<file path="src/rtl/vx_ram_pkg.sv">
// Shared helpers for the RAM primitives: address sizing, default word types and
// the byte-enable legality rule used by vx_dp_ram.
package vx_ram_pkg;

  // Smallest r with 2**r >= n, never less than 1 so a 1-entry index still has a bit.
  function automatic int log2up(input int n);
    int r;
    r = 0;
    for (int i = 0; i < 32; i++) begin
      if ((longint'(1) << i) < longint'(n)) r = i + 1;
    end
    return (r < 1) ? 1 : r;
  endfunction

  // Byte enables are either a single whole-word enable or one per 8-bit lane.
  function automatic bit byteen_legal(input int dataw, input int byteenw);
    return (byteenw == 1) || (((dataw % 8) == 0) && (byteenw == (dataw / 8)));
  endfunction

  localparam int DEF_DATAW = 8;
  localparam int DEF_SIZE  = 4;

  typedef logic [DEF_DATAW-1:0]        def_data_t;
  typedef logic [log2up(DEF_SIZE)-1:0] def_addr_t;
  typedef logic [7:0]                  lane_t;

endpackage

</file>
<file path="src/rtl/vx_dp_ram_merge.sv">
// Byte-lane merge: enabled lanes take the new data, disabled lanes keep the old word.
// BYTEENW==1 treats byteen_i[0] as a whole-word enable.
module vx_dp_ram_merge #(
  parameter int DATAW   = 8,
  parameter int BYTEENW = 1
) (
  input  logic [DATAW-1:0]   old_i,
  input  logic [DATAW-1:0]   new_i,
  input  logic [BYTEENW-1:0] byteen_i,
  output logic [DATAW-1:0]   merged_o
);

  generate
    if (BYTEENW == 1) begin : g_word
      assign merged_o = byteen_i[0] ? new_i : old_i;
    end else begin : g_lane
      for (genvar l = 0; l < BYTEENW; l++) begin : g_l
        assign merged_o[8*l +: 8] = byteen_i[l] ? new_i[8*l +: 8] : old_i[8*l +: 8];
      end
    end
  endgenerate

endmodule

</file>
<file path="src/rtl/vx_dp_ram.sv">
// Simple dual-port RAM (one write, one read port, one clock); FASTRAM selects a
// combinational or registered read. Define VX_DP_RAM_RESET_CLEAR_EN to clear contents on reset.
module vx_dp_ram
  import vx_ram_pkg::*;
#(
  parameter int DATAW   = 8,
  parameter int SIZE    = 4,
  parameter int BYTEENW = 1,
  parameter int RWCHECK = 0,
  parameter int FASTRAM = 0,
  localparam int ADDRW  = log2up(SIZE)
) (
  input  logic               clk,
  input  logic               reset,
  input  logic [ADDRW-1:0]   waddr,
  input  logic [ADDRW-1:0]   raddr,
  input  logic               wren,
  input  logic [BYTEENW-1:0] byteen,
  input  logic               rden,
  input  logic [DATAW-1:0]   din,
  output logic [DATAW-1:0]   dout
);

  localparam logic [ADDRW:0] SIZE_LIM = (ADDRW+1)'(SIZE);

  logic [DATAW-1:0] mem_q [SIZE];
  logic             waddr_ok;
  logic             raddr_ok;
  logic             wr_en;
  logic [DATAW-1:0] wr_old;
  logic [DATAW-1:0] wr_word;
  logic [DATAW-1:0] rd_word;

  generate
    if (!byteen_legal(DATAW, BYTEENW)) begin : g_bad_cfg
      $error("vx_dp_ram: BYTEENW must be 1 or DATAW/8");
    end
  endgenerate

  // Out-of-range addresses only exist for non-power-of-2 SIZE.
  assign waddr_ok = ({1'b0, waddr} < SIZE_LIM);
  assign raddr_ok = ({1'b0, raddr} < SIZE_LIM);
  assign wr_old   = waddr_ok ? mem_q[waddr] : '0;
  assign rd_word  = raddr_ok ? mem_q[raddr] : '0;
  assign wr_en    = wren && waddr_ok;

  vx_dp_ram_merge #(
    .DATAW   (DATAW),
    .BYTEENW (BYTEENW)
  ) u_merge (
    .old_i    (wr_old),
    .new_i    (din),
    .byteen_i (byteen),
    .merged_o (wr_word)
  );

`ifdef VX_DP_RAM_RESET_CLEAR_EN
  always_ff @(posedge clk or negedge reset) begin
    if (!reset) begin
      for (int i = 0; i < SIZE; i++) mem_q[i] <= '0;
    end else if (wr_en) begin
      mem_q[waddr] <= wr_word;
    end
  end
`else
  // No reset on the array so it maps onto plain block/LUT RAM.
  always_ff @(posedge clk) begin
    if (reset && wr_en) mem_q[waddr] <= wr_word;
  end
`endif

  generate
    if (FASTRAM != 0) begin : g_fast
      logic unused_rden;
      assign unused_rden = rden;
      assign dout        = rd_word;
    end else begin : g_reg
      logic [DATAW-1:0] dout_d;
      logic [DATAW-1:0] dout_q;
      logic             bypass;

      // Write-first bypass returns the merged word that is about to land in memory.
      always_comb begin
        bypass = (RWCHECK != 0) && wren && rden && (waddr == raddr) && raddr_ok;
        dout_d = bypass ? wr_word : rd_word;
      end

      always_ff @(posedge clk or negedge reset) begin
        if (!reset) begin
          dout_q <= '0;
        end else if (rden) begin
          dout_q <= dout_d;
        end
      end

      assign dout = dout_q;
    end
  endgenerate

endmodule

</file>
<file path="config.mk">
export PLATFORM = sky130hd
export DESIGN_NAME = vx_dp_ram
export DESIGN_NICKNAME = d
export VERILOG_FILES = /design/src/rtl/vx_ram_pkg.sv /design/src/rtl/vx_dp_ram_merge.sv /design/src/rtl/vx_dp_ram.sv
export SDC_FILE = /design/constraint.sdc
export NUM_CORES = 1
export LEC_CHECK = 0
export CORE_MARGIN = 4
export CORE_UTILIZATION = 46
export DETAILED_ROUTE_END_ITERATION = 12
export HOLD_SLACK_MARGIN = 0.06
export PLACE_DENSITY = 0.73
export SYNTH_ARGS = -nofsm -noshare
export SYNTH_HDL_FRONTEND = slang
export SYNTH_SLANG_ARGS = --single-unit
</file>
<file path="constraint.sdc">
create_clock -name clk -period 0.8 [get_ports clk]
set_input_delay 0.2 -clock clk [delete_from_list [all_inputs] [get_ports clk]]
set_output_delay 0.2 -clock clk [all_outputs]
set_load 0.1 [all_outputs]
</file>
==> summary.txt <==
Final Setup Violations - 14
Max Clock Freq - 818.8 MHz
setup slack after layout - -0.4213 ns
Cell Chain, Critical Path - buf_12
CTS tree - yes
Total GRT Usage - 0.1659
Max Root-Sink Buffers - 2
final wirelength - 3035 microns
Yosys cell types - 14
Fill cells - 207
power per cell area - 1986 mW/mm^2
first-pass GRT wire length - 5016 microns
register area - 0.001191 sq mm
DR WL/cell - 16.96 microns
peak supply drop - 1.063 mV
IO Pins - 25
post-route minimum period - 1.221 ns
Slowest-stage cell, CP - dfrtp_4
syn nets - 101
setup TNS - -3.721 ns
Die Wd - 65.47 microns
Worst-Margin Slew - 0.2770 ns
Max Cap Viol - 0
max-slew violations - 0
Final HPWL DP - 2114 microns
area added between synthesis and finish - 53.13%
Rel. slew slack - 0.8153
buffers and inverters on the worst path - 1
clk root buf - clkbuf_4
vias in the first global route - 990
worst slack, placed - -0.7884 ns
Seq/Total Area, Yosys - 0.7644
initial antenna violation count - 0
post-synthesis instance area - 0.001519 sq mm
most common cell after layout, fill and taps aside - edfxtp_1
Via Count - 904
area of the multi-input gates - 452.9 sq um
GRT overflow - 0
Synth Instances - 84
Critical Path Max Stage Delay - 0.51 ns
DRT iter0 DRCs - 19
starting density of the core - 0.4895
cell family with most CP delay - flip-flops
First-pass DRT Iterations - 3
layout cells sized above 1 - 0.5111
Clock Sink Count - 40
Antenna Nets Post-Route - 0
violated checks - negative setup slack
Syn Area/Cell - 18.08 sq um
Hold Crit Class - in -> async
Pleak - 0.8785 nW
period utilisation layout - 1.527
maximum number of pins on one net before global-route repair - 13
diode count - 0
synth warn - 0
core footprint - 0.003103 sq mm
Crit Path Class - reg -> out
leading cell types in the layout, fill and taps excluded - 32 x edfxtp_1, 14 x mux2i_1, 14 x buf_4
I/O Buffers - 24
total clock buffers created by CTS - 5
origin of the worst setup path - dout[0]
critical path peak fanout - 2
NumNets Final - 151
Pwr Total - 4.619 mW
worst r2r src - dout[2]
Via-to-Cell Ratio - 5.050
clk slew on worst S/H paths - 0.11 ns
CP arrival - 1.02 ns
RSZ-0062 raised after global routing - true
status - finished with violations
worst hold slack - 0.3378 ns
CP Capture Type - output port
Yosys reg bits - 40
Final Hold Viols - 0
clk_lat worst skew - 0.33 ns
# H-tree levels - 2
Placer Congestion - 0.8011
Die ar. - 0.004286 sq mm
Die Ht - 65.47 microns
Core Rows - 20
Critical Path Source Type - flop
Worst Path Required - 0.60 ns
DR DRC count - 0
Worst Clk Skew - 0.005521 ns
[Yosys cell counts (all sizes together)]
cell type,number,share of area
buf,3,0.023
edfxtp,32,0.63
nor2,2,0.0049
nand4,1,0.0041
mux2i,16,0.11
nand2,1,0.0025
nor3,2,0.0066
nand3,1,0.0033
dfrtp,8,0.13
nand2b,9,0.037
inv,1,0.0025
o221ai,8,0.046
[metal layers]
layer  vias to the layer above  global-route usage  routed length (microns)
li1                        432                   -                        -
met5                         -                   0                        0
met3                         6             0.05470                      135
met1                       446              0.1995                     1257
met2                        20              0.2807                     1596
met4                         0             0.05440                       46
[registers in the layout, summed over array words and instances, names as in the netlist]
signal / count
dout: 8
mem_q: 32
[where the power goes]
group          leakage (nW)  switching, mW  internal [mW]
registers             0.378         0.0606           2.35
clock network        0.0422          0.584          0.655
logic                 0.458          0.541          0.426
[cells by family (layout without fill, tap and decap cells)]
group,Yosys count,in the layout,synth area share
AO/OA/AOI/OAI,8,8,0.04613
buffers and inverters,4,55,0.02553
flip-flops,40,40,0.7644
multiplexers,16,16,0.1054
AND/OR/NAND/NOR,16,16,0.05848
[final timing paths]
kind	to	slack, ns	cells after the start
max	dout[0]	-0.42	1
min	dout[1]	0.34	3
max reg2reg	dout[2]	-0.18	4
min reg2reg	dout[6]	0.55	2
max in group asynchronous	dout[4]	0.29	3
min in group clk	mem_q[0][6]	0.37	4
[stage by stage]
step           instances  utilization  instance area (sq um)
3_3_place_gp         164       0.6661                   2067
2_1_floorplan         84            -                   1589
4_1_cts              178       0.7282                   2260
5_1_grt              179       0.7496                   2326
6_report             179       0.7496                   2326
3_5_place_dp         164       0.6661                   2067
[what timing repair did]
item	4_1_cts	5_1_grt
resized for setup	42	13
cloned	1	0
pin swaps	6	4
endpoints found under the setup margin	48	32
hold endpoints to repair	8	0
setup buffers	4	2
hold buffers	1	0
[layout make-up]
cell class                 instances  area share
clock buffer                       6     0.01775
clock inverter                     2     0.01506
inverter                           1    0.001614
multi-input combinational         40      0.1947
sequential                        40      0.5121
tap                               44     0.02367
timing repair buffer              46      0.2351
Note: power is estimated with default switching activity, not from simulation.
